<file path="config.mk">
export PLATFORM = sky130hd
export DESIGN_NAME = seq_divider
export DESIGN_NICKNAME = d
export VERILOG_FILES = /design/src/rtl/div_pkg.sv /design/src/rtl/sub_stage.sv /design/src/rtl/seq_divider.sv
export SDC_FILE = /design/constraint.sdc
export NUM_CORES = 1
export LEC_CHECK = 0
export CAP_MARGIN = 10
export CELL_PAD_IN_SITES_DETAIL_PLACEMENT = 1
export CELL_PAD_IN_SITES_GLOBAL_PLACEMENT = 2
export CORE_MARGIN = 10
export CORE_UTILIZATION = 33
export DETAILED_ROUTE_END_ITERATION = 16
export PLACE_DENSITY_LB_ADDON = 0.05
export SYNTH_ARGS = -nofsm -noshare
export SYNTH_HDL_FRONTEND = slang
export SYNTH_SLANG_ARGS = --single-unit
</file>
<file path="constraint.sdc">
create_clock -name clk -period 2.4 [get_ports clk]
set_input_delay 0.6 -clock clk [delete_from_list [all_inputs] [get_ports clk]]
set_output_delay 0.6 -clock clk [all_outputs]
set_load 0.02 [all_outputs]
</file>
<file path="src/rtl/div_pkg.sv">
// Shared definitions for the sequential divider: FSM state encoding and
// the default operand width.
package div_pkg;

  typedef enum logic [1:0] {
    IDLE = 2'd0,
    RUN  = 2'd1,
    DONE = 2'd2
  } state_t;

  localparam int DEFAULT_WIDTH = 4;

endpackage

</file>
<file path="src/rtl/sub_stage.sv">
// Combinational subtractor built as a + ~b + 1; borrow is the inverted
// carry out, so borrow=1 means a < b.
module sub_stage #(
  parameter int WIDTH = 5
) (
  input  logic [WIDTH-1:0] a,
  input  logic [WIDTH-1:0] b,
  output logic [WIDTH-1:0] diff,
  output logic             borrow
);

  logic carry_out;

  assign {carry_out, diff} = {1'b0, a} + {1'b0, ~b} + {{WIDTH{1'b0}}, 1'b1};
  assign borrow = ~carry_out;

endmodule

</file>
<file path="src/rtl/seq_divider.sv">
// Multi-cycle unsigned restoring divider, one quotient bit per clock,
// with a start/busy/done handshake and a divide-by-zero shortcut.
module seq_divider
  import div_pkg::*;
#(
  parameter int WIDTH = DEFAULT_WIDTH
) (
  input  logic             clk,
  input  logic             rst,
  input  logic             start,
  input  logic [WIDTH-1:0] dividend,
  input  logic [WIDTH-1:0] divisor,
  output logic             busy,
  output logic             done,
  output logic [WIDTH-1:0] quotient,
  output logic [WIDTH-1:0] remainder,
  output logic             div_by_zero
);

  localparam int CW = $clog2(WIDTH) + 1;

  state_t           state;
  logic [WIDTH-1:0] q_reg;
  logic [WIDTH-1:0] d_reg;
  logic [WIDTH-1:0] r_reg;
  logic [CW-1:0]    count;

  logic [WIDTH:0]   trial;
  logic [WIDTH:0]   diff;
  logic             borrow;
  logic [WIDTH-1:0] r_next;
  logic [WIDTH-1:0] q_next;
  logic             diff_msb_unused;

  // The extra bit keeps the partial remainder's shifted-out MSB so the
  // trial compare is exact even when R already uses its top bit.
  assign trial = {r_reg, q_reg[WIDTH-1]};

  sub_stage #(
    .WIDTH(WIDTH + 1)
  ) u_sub (
    .a     (trial),
    .b     ({1'b0, d_reg}),
    .diff  (diff),
    .borrow(borrow)
  );

  // After a successful subtract the remainder is below D, so its top bit is zero.
  assign r_next          = borrow ? trial[WIDTH-1:0] : diff[WIDTH-1:0];
  assign q_next          = {q_reg[WIDTH-2:0], ~borrow};
  assign diff_msb_unused = diff[WIDTH];

  always_ff @(posedge clk or posedge rst) begin
    if (rst) begin
      state       <= IDLE;
      q_reg       <= '0;
      d_reg       <= '0;
      r_reg       <= '0;
      count       <= '0;
      busy        <= 1'b0;
      done        <= 1'b0;
      quotient    <= '0;
      remainder   <= '0;
      div_by_zero <= 1'b0;
    end else begin
      case (state)
        IDLE: begin
          done <= 1'b0;
          if (start) begin
            q_reg <= dividend;
            d_reg <= divisor;
            r_reg <= '0;
            count <= '0;
            if (divisor != '0) begin
              state <= RUN;
              busy  <= 1'b1;
            end else begin
              state       <= DONE;
              done        <= 1'b1;
              quotient    <= '1;
              remainder   <= dividend;
              div_by_zero <= 1'b1;
            end
          end
        end
        RUN: begin
          q_reg <= q_next;
          r_reg <= r_next;
          count <= count + CW'(1);
          if (count == CW'(WIDTH - 1)) begin
            state       <= DONE;
            busy        <= 1'b0;
            done        <= 1'b1;
            quotient    <= q_next;
            remainder   <= r_next;
            div_by_zero <= 1'b0;
          end
        end
        DONE: begin
          done  <= 1'b0;
          state <= IDLE;
        end
        default: begin
          state <= IDLE;
          busy  <= 1'b0;
          done  <= 1'b0;
        end
      endcase
    end
  end

endmodule

</file>
==> impl_metrics.csv <==
group,metric,value,unit
status,status,"completed",
logic_synthesis,ys_types,35,
placement,placed_cell_area,1680,sq um
die,dieHeight,84.9,um
detailed_routing,num_vias,1065,
detailed_routing,vias_per_cell,5.07,
timing,min_period,2020,ps
clock_tree,root_buffer,"clkbuf_8",
detailed_routing,antenna_left,0,
logic_synthesis,synth_area_leaders,"dfrtp_1 (50%), nand2_1 (6.8%), ha_1 (5.4%)",
grt,grt_max_degree,29,
grt,grt_use_met1,12.3,%
logic_synthesis,synth_flop_cell,"dfrtp_1",
detailed_routing,first_pass_iters,4,
logic_synthesis,synth_cells,135,
grt,overflow,0,
timing,rsz0062_at_grt,"no",
clock_tree,clk_pin_slew_worst_paths,90,ps
logic_synthesis,ys_warn_count,0,
critical_path,reg2reg_to,"remainder[1]",
critical_path,criticalPathCategory,"register to register",
critical_path,critPathLaunchType,"register",
clock_tree,ctsHoldBuffers,0,
timing,tns,0,ps
grt,grt_use_total,10.0,%
grt,antenna_found_initial,0,
logic_synthesis,synth_nets,153,
detailed_routing,drt-total-wl,3.45,mm
critical_path,crit_arrival,2220,ps
pwr,power_density,1470,nW/um^2
timing,fmax,495,MHz
clock_tree,cts_tree,"built",
timing,finalHoldViolations,0,
cells_and_area,nets,180,
critical_path,path_max_fanout,4,
logic_synthesis,yosys.area.top_type,"dfrtp_1",
pwr,peakVddDrop,0.474,mV
grt,busiest_layer,"met2",
cells_and_area,drive_gt1_share,12.5,%
cells_and_area,nFillCells,461,
timing,final.period_utilization,84.1,%
die,coreArea,4030,sq um
min_path,hold-path-cell-count,1,
logic_synthesis,async_flop_share,100,%
critical_path,critPathSlowestCell,"dfrtp_1",
timing,finClkSkew,3.24,ps
critical_path,rr_worst_depth,6,
critical_path,crit_buf_inv,0,
pwr,p_comb_share,56.1,%
die,start_util,34.5,%
timing,worstMarginPinSlew,640,ps
detailed_routing,remaining_drc_errors,0,
grt,grt_pass1_wl,5.95,mm
detailed_routing,routedWlPerCell,16.4,um
critical_path,slowest_delay,450,ps
cells_and_area,final_area,1720,sq um
pwr,p_sw,1.07,mW
cells_and_area,area_delta_synth_final,24.1,%
min_path,hp-start,"count[0]",
critical_path,crit_path_cell_trace,"ha_1 -> nor2b_1 -> o31a_2 -> nor3_4 -> mux2_2 -> a31oi_1",
logic_synthesis,yosysSeqAreaShare,50.5,%
clock_tree,post_cts_buffers,0,
critical_path,cp-end-kind,"register",
timing,setup_viol,0,
pwr,p_sw_share,42.2,%
die,die_w,84.9,um
cells_and_area,antenna_cells,0,
die,io_pins,22,
clock_tree,cts_resized,0,
pwr,p_leak,0.735,nW
logic_synthesis,ys_ff_latch,28,
grt,grt_pass1_vias,1183,
logic_synthesis,syn_area,1390,sq um
critical_path,required,2600,ps
clock_tree,ctsHtreeMaxLevel,1,
grt,globalRouteMet3Util,3.15,%
critical_path,ff2ff_setup_slack,380,ps
flow_run,cap_violations,0,
placement,gp_congestion,0.741,
min_path,min_to,"count[0]",
pwr,intPower,1.46,mW
pwr,p_seq_share,33.8,%
clock_tree,insertion_delay,270,ps
clock_tree,cts_buffer_depth,2,
timing,drv_slew,0,
grt,grt_use_met2,16.5,%
die,dieArea,7200,sq um
critical_path,rr_startpoint,"r_reg[0]",
detailed_routing,drt-initial-drc-count,43,
clock_tree,clock_sinks,28,
logic_synthesis,synth_edf_count,0,
placement,port_buffers,21,
logic_synthesis,synth_area_per_cell,10.3,sq um
timing,maxSlewHeadroom,56.9,%
critical_path,critical_path.top_delay_family,"compound AO/OA/AOI/OAI gates",
placement,hpwl,2.68,mm
logic_synthesis,synth_top_area_share,50.5,%
die,num_rows,23,
clock_tree,numCtsBuffers,3,
pwr,pwr-share-clk,10.1,%
min_path,hold_class,"register to register",
pwr,power,2.53,mW
[metal layers]
layer	wire (um)	up-vias
met2	1660	18
met1	1560	531
met5	0	-
li1	-	512
met4	37	0
met3	189	4
[through the flow]
step	setup slack (ps)	util, %	std cells	hold WS (ps)
finish	381	42.8	210	506
floorplan	538	-	135	466
CTS	356	42.8	210	512
global placement	280	41.8	207	481
global route	224	42.8	210	524
detailed placement	212	41.8	207	487
[worst reg2reg max path, cell delays in order (launching register included)]
cell and delay (ps):
dfrtp_1 450, ha_1 280, nor2b_1 140, o31a_2 330, nor3_4 200, mux2_2 380, a31oi_1 170
[power by group through the flow]
stage | Clock, mW | Combinational, mW | Sequential [mW]
2_1_floorplan | 0 | 0.871 | 0.932
3_3_place_gp | 0 | 1.39 | 0.860
3_5_place_dp | 0 | 1.43 | 0.868
4_1_cts | 0.268 | 1.45 | 0.859
5_1_grt | 0.281 | 1.61 | 0.886
6_report | 0.255 | 1.42 | 0.854
[cell usage after synthesis (all sizes together) (2+ instances only)]
cell type,n
nand2b,3
nor2,13
nand3,2
buf,4
mux2i,4
dfrtp,28
nor2b,2
o21ai,9
o22ai,2
ha,6
nor3,2
inv,9
a31oi,3
mux2,2
nor4,2
o22a,3
a21oi,6
nand2,25
o21a,2
[logic make-up after synthesis]
kind of cell             synth area share [%]
multiplexers                             4.50
adder cells (fa/ha/maj)                  6.85
buffers and inverters                    4.50
AND/OR/NAND/NOR                          19.2
flip-flops                               50.5
AO/OA/AOI/OAI                            13.9
XOR/XNOR                                0.631
[how the worst max path moves through the flow]
stage | from | to | slack, ps | depth (start not counted)
4_1_cts | d_reg[1] | remainder[1] | 360 | 7
3_5_place_dp | divisor[3] | remainder[2] | 210 | 7
5_1_grt | d_reg[1] | remainder[1] | 220 | 7
6_report | r_reg[0] | remainder[1] | 380 | 6
2_1_floorplan | d_reg[1] | remainder[1] | 540 | 7
3_3_place_gp | divisor[3] | remainder[2] | 280 | 7
[area by class of cell]
type	count	area [sq um]	area share, %
sequential	28	701	40.6
tap	50	62.6	3.63
timing repair buffer	26	260	15.1
multi-input combinational	94	626	36.3
inverter	9	33.8	1.96
clock buffer	3	41.3	2.39
[placed cells by master, fill, tap and decap left out, types with 2 or more instances in the layout]
| cell type | n |
|---|---|
| a21oi_1 | 5 |
| nor2_1 | 11 |
| mux2i_1 | 4 |
| o22a_1 | 3 |
| buf_4 | 4 |
| o22ai_1 | 2 |
| clkdlybuf4s50_1 | 21 |
| nor2_2 | 2 |
| nand2_1 | 25 |
| clkbuf_8 | 3 |
| inv_1 | 9 |
| nand3_1 | 2 |
| dfrtp_1 | 28 |
| nand2b_1 | 2 |
| a31oi_1 | 2 |
| nor2b_1 | 2 |
| o21ai_0 | 9 |
| o21a_1 | 2 |
| ha_1 | 6 |
| mux2_2 | 2 |
Power figures use the tool's default switching activity.
==> RTL change 1 (same settings) <==
Add an input register stage for `divisor`, with the module's reset; this delays it by one clock. The other inputs are not delayed to match.
--- a/src/rtl/seq_divider.sv
+++ b/src/rtl/seq_divider.sv
@@ -18,6 +18,16 @@
 );
 
   localparam int CW = $clog2(WIDTH) + 1;
+
+  logic [WIDTH-1:0] divisor_q;
+
+  always_ff @(posedge clk or posedge rst) begin
+    if (rst) begin
+      divisor_q <= '0;
+    end else begin
+      divisor_q <= divisor;
+    end
+  end
 
   state_t           state;
   logic [WIDTH-1:0] q_reg;
@@ -68,10 +78,10 @@
           done <= 1'b0;
           if (start) begin
             q_reg <= dividend;
-            d_reg <= divisor;
+            d_reg <= divisor_q;
             r_reg <= '0;
             count <= '0;
-            if (divisor != '0) begin
+            if (divisor_q != '0) begin
               state <= RUN;
               busy  <= 1'b1;
             end else begin
Behaviour: not the same (Yosys sat finds a counterexample within 4 cycles, from zero or initial values and one cycle with rst high).
==> RTL change 1 against the unedited design <==
Sequential cell count increased by 4. Worst hold slack got worse by 8.1 ps. Non-clock buffer count decreased by 2. Global-route usage about the same. Fmax decreased by 0.32%. Worst setup slack got worse by 6.5 ps. Total power increased by 15%. Area after synthesis increased by 8.9%. Routed wire length about the same. Design area increased by 11%. Clock power increased by 120%. Sequential share of layout area increased by 1.3 points. Critical path type unchanged. Critical endpoint unchanged. Largest power group unchanged. Highest routed layer unchanged.
==> RTL change 1: results (changes against the unedited design) <==
Status
  • Result of the run: completed

Hold path
  • Min-delay src: div_by_zero$_DFFE_PP0P_
  • Hold Path Sink: div_by_zero$_DFFE_PP0P_

Setup path
  • Worst reg-to-reg setup slack: ~370 ps
  • Critical path data arrival time: 2220 ps (about the same)
  • Crit Path Max Fanout: 5 (+1)
  • Critical path's largest stage delay: 430 ps (-20 ps)

Layout
  • Nets: 183 (+1.7%)
  • Layout cells sized above 1: 0.145 (+0.0196)
  • Layout fillers: 493 (+6.9%)
  • Non-Filler Instances: 218 (+3.8%)

Logic synthesis
  • Adder-cell share of the synthesized area: 0.0629 (-0.00561)
  • Area contributors post-synth: dfrtp_1 (53%), nand2_1 (6.5%), ha_1 (5.0%), o21ai_0 (3.0%), inv_1 (2.2%)
  • Post-synthesis cell count: 138 (+2.2%)
  • Synth cell types: 42 (+20%)
  • Mux contribution to synthesized area: 0.0347 (-0.0103)
  • XOR/XNOR Fraction of Synth Area: 0.00579 (-0.000516)
  • Most frequent cells after synthesis: dfrtp_1 (32), nand2_1 (26), inv_1 (9), o21ai_0 (9), nor2_1 (7)
  • Compound-Gate Fraction of Synth Area: 0.134 (-0.00474)
  • Post-synthesis sequential area ratio: 0.529 (+0.0249)

Drt
  • Routed vias: 1095 (+2.8%)
  • WL final: 3450 um (about the same)
  • DRT Pass-1 Iters: 2 (-2)

Place
  • Dpl cell area: 1780 sq um (+5.9%)
  • Post-DP HPWL: 2680 um (+0.33%)
  • GP Congestion: 0.739 (-0.20%)
  • Placed Cells: 210 (+1.4%)

STA
  • Rel. slew slack: 0.698 (+0.128)
  • Final Skew: 3.57 ps (+0.335 ps)
  • Maximum clock rate: 494 MHz (-0.32%)

Clock network
  • Cts bufs inserted: 5 (+2)
  • Htree depth: 2 (+1)
  • CTS clock-pin slew for the worst setup and hold paths: 70 ps (-20 ps)
  • Worst-case clock buffer depth: 2 (unchanged)

GRT
  • Total track usage: 0.100 (about the same)
  • Pin count of the biggest net entering global routing: 33 (+14%)
  • Vias in the first global route: 1232 (+4.1%)

Pwr
  • Maximum vdd drop: 0.446 mV (-5.9%)
  • Lkg Pwr: 0.000833 uW (+13%)
RTL change 1: through the flow:
step                       util  total power (uW)  hold slack, ps
final                     0.436              2910             498
after global routing      0.436              3190             533
after floorplan               -              1940             460
after detailed placement  0.407              2390             493
after global placement    0.407              2340             476
after CTS                 0.436              2970             510
RTL change 1: area by class of cell:
class | count | area (sq um) | share of cell area
flip-flops and latches | 32 | 801 | 0.419
multi-input cells | 93 | 651 | 0.341
repair buffers | 24 | 233 | 0.122
clock buffers | 7 | 96.3 | 0.0505
well taps | 52 | 65.1 | 0.0341
inverters | 9 | 33.8 | 0.0177
clock inverters | 1 | 30.0 | 0.0157
RTL change 1: power by group:
part           leakage (uW)  switching (uW)  internal, uW
combinational      0.000391             747           658
sequential         0.000377             169           773
clock             0.0000645             196           366
total              0.000833            1110          1800
RTL change 1: metal layers:
metal	up-vias	wire [um]	GRT usage
met5	-	0	0
met4	0	36	0.0304
met3	4	200	0.0427
met2	16	1670	0.156
met1	545	1540	0.122
li1	530	-	-
==> RTL change 2 (same settings) <==
Without the edit above. Change the package constant `DEFAULT_WIDTH` from 4 to 8.
--- a/src/rtl/div_pkg.sv
+++ b/src/rtl/div_pkg.sv
@@ -8,7 +8,7 @@
     DONE = 2'd2
   } state_t;
 
-  localparam int DEFAULT_WIDTH = 4;
+  localparam int DEFAULT_WIDTH = 8;
 
 endpackage
 
Interface: changed (resized dividend, divisor, quotient and remainder); port bits go from 22 to 38. The function was not compared with the original's and may differ.
==> RTL change 2 against the unedited design <==
Synthesized cell count is 86% higher. Design area is 88% higher. Total power up 100%. Worst setup slack got worse by 270 ps. Count of clock-buffer cells in the layout up 3. Area after synthesis up 83%. Sequential cell count up 21. Routed wire length up 96%. Clock skew rose by 6.6 ps. Highest routed layer unchanged.
==> RTL change 2: results (changes against the unedited design) <==
Logic synthesis
  • Mux contribution to synthesized area: 0.0365 (-0.00859)
  • Area contributors post-synth: dfrtp_1 (48%), nand2_1 (5.8%), ha_1 (4.4%), o21ai_0 (3.9%), mux2i_1 (2.8%)
  • Syn_nets: 280 (+83%)
  • XOR/XNOR Fraction of Synth Area: 0.0172 (+0.0109)
  • Most frequent cells after synthesis: dfrtp_1 (49), nand2_1 (39), o21ai_0 (20)
  • Adder-cell share of the synthesized area: 0.0522 (-0.0163)
  • Compound-Gate Fraction of Synth Area: 0.195 (+0.0563)
  • Synth cell types: 56 (+60%)

Status
  • Result of the run: completed

Floorplanning
  • Chip width: 108 um (+27%)

Clock network
  • Cts bufs inserted: 5 (+2)
  • Worst skew pair latency: 310 ps (+40 ps)

Layout
  • Seq area share: 0.378 (-0.0286)
  • Area growth syn-to-layout: 27.8%
  • Inverter count: 16 (+7)
  • Fraction of area in non-clock buffers: 0.163 (+0.0117)
  • Multi-input logic area: 1220 sq um (+94%)
  • Nets: 331 (+84%)
  • Clock-cell share: 0.0266 (+0.00265)
  • Multi-In Gates: 177 (+88%)

GRT
  • Pin count of the biggest net entering global routing: 50 (+72%)
  • Met1 usage: 0.156 (+0.0339)
  • Met2 usage: 0.196 (+0.0313)
  • Vias in the first global route: 2129 (+80%)
  • First-pass GRT wire length: 11100 um (+87%)

Pwr
  • Lkg Pwr: 0.00141 uW (+91%)
  • Sw frac: 0.431 (+0.00877)
  • Maximum vdd drop: 0.518 mV (+9.4%)

Place
  • Post-DP HPWL: 5020 um (+87%)
  • Number of port buffers: 37 (+76%)

Drt
  • Wl on met1: 3270 um (+110%)
  • Number of DRC markers in iteration 0: 64 (+49%)
  • Routed vias: 2012 (+89%)

STA
  • Rel. slew slack: 0.714 (+0.145)
## RTL change 2: cell families after synthesis
group,after synthesis
compound gates,72
xor+xnor,5
fa+ha+maj,10
buf+inv,25
flops,49
mux,9
simple gates,81
## RTL change 2: power groups by stage
stage	logic [uW]	registers [uW]	clock network, uW
2_1_floorplan	1930	1610	0
3_3_place_gp	3010	1520	0
3_5_place_dp	3070	1530	0
4_1_cts	3090	1510	529
5_1_grt	3450	1550	562
6_report	3070	1500	504
## RTL change 2: final timing paths
| kind | from | depth (start not counted) | end |
|---|---|---|---|
| max in group asynchronous | rst | 3 | busy$_DFFE_PP0P_ |
| max | q_reg[7]$_DFFE_PP0P_ | 10 | r_reg[6]$_DFFE_PP0P_ |
| min in group asynchronous | rst | 3 | q_reg[1]$_DFFE_PP0P_ |
| max reg2reg | q_reg[7]$_DFFE_PP0P_ | 10 | r_reg[6]$_DFFE_PP0P_ |
| min reg2reg | quotient[2]$_DFFE_PP0P_ | 1 | quotient[2]$_DFFE_PP0P_ |
| min | quotient[2]$_DFFE_PP0P_ | 1 | quotient[2]$_DFFE_PP0P_ |
## RTL change 2: timing repair
| action | CTS | global route |
|---|---|---|
| resized for setup | 0 | 5 |
| endpoints found under the setup margin | 0 | 6 |
| buffers inserted | 0 | 1 |
## RTL change 2: stage by stage
stage | total power, uW | setup TNS (ps) | worst slack [ps] | instances | hold WS, ps
floorplan | 3540 | 0 | 283 | 251 | 470
global placement | 4530 | -92.0 | -54.0 | 393 | 473
detailed placement | 4590 | -234 | -89.7 | 393 | 486
CTS | 5120 | 0 | 14.7 | 401 | 510
global route | 5560 | -50.3 | -50.3 | 402 | 523
finish | 5070 | 0 | 113 | 402 | 503
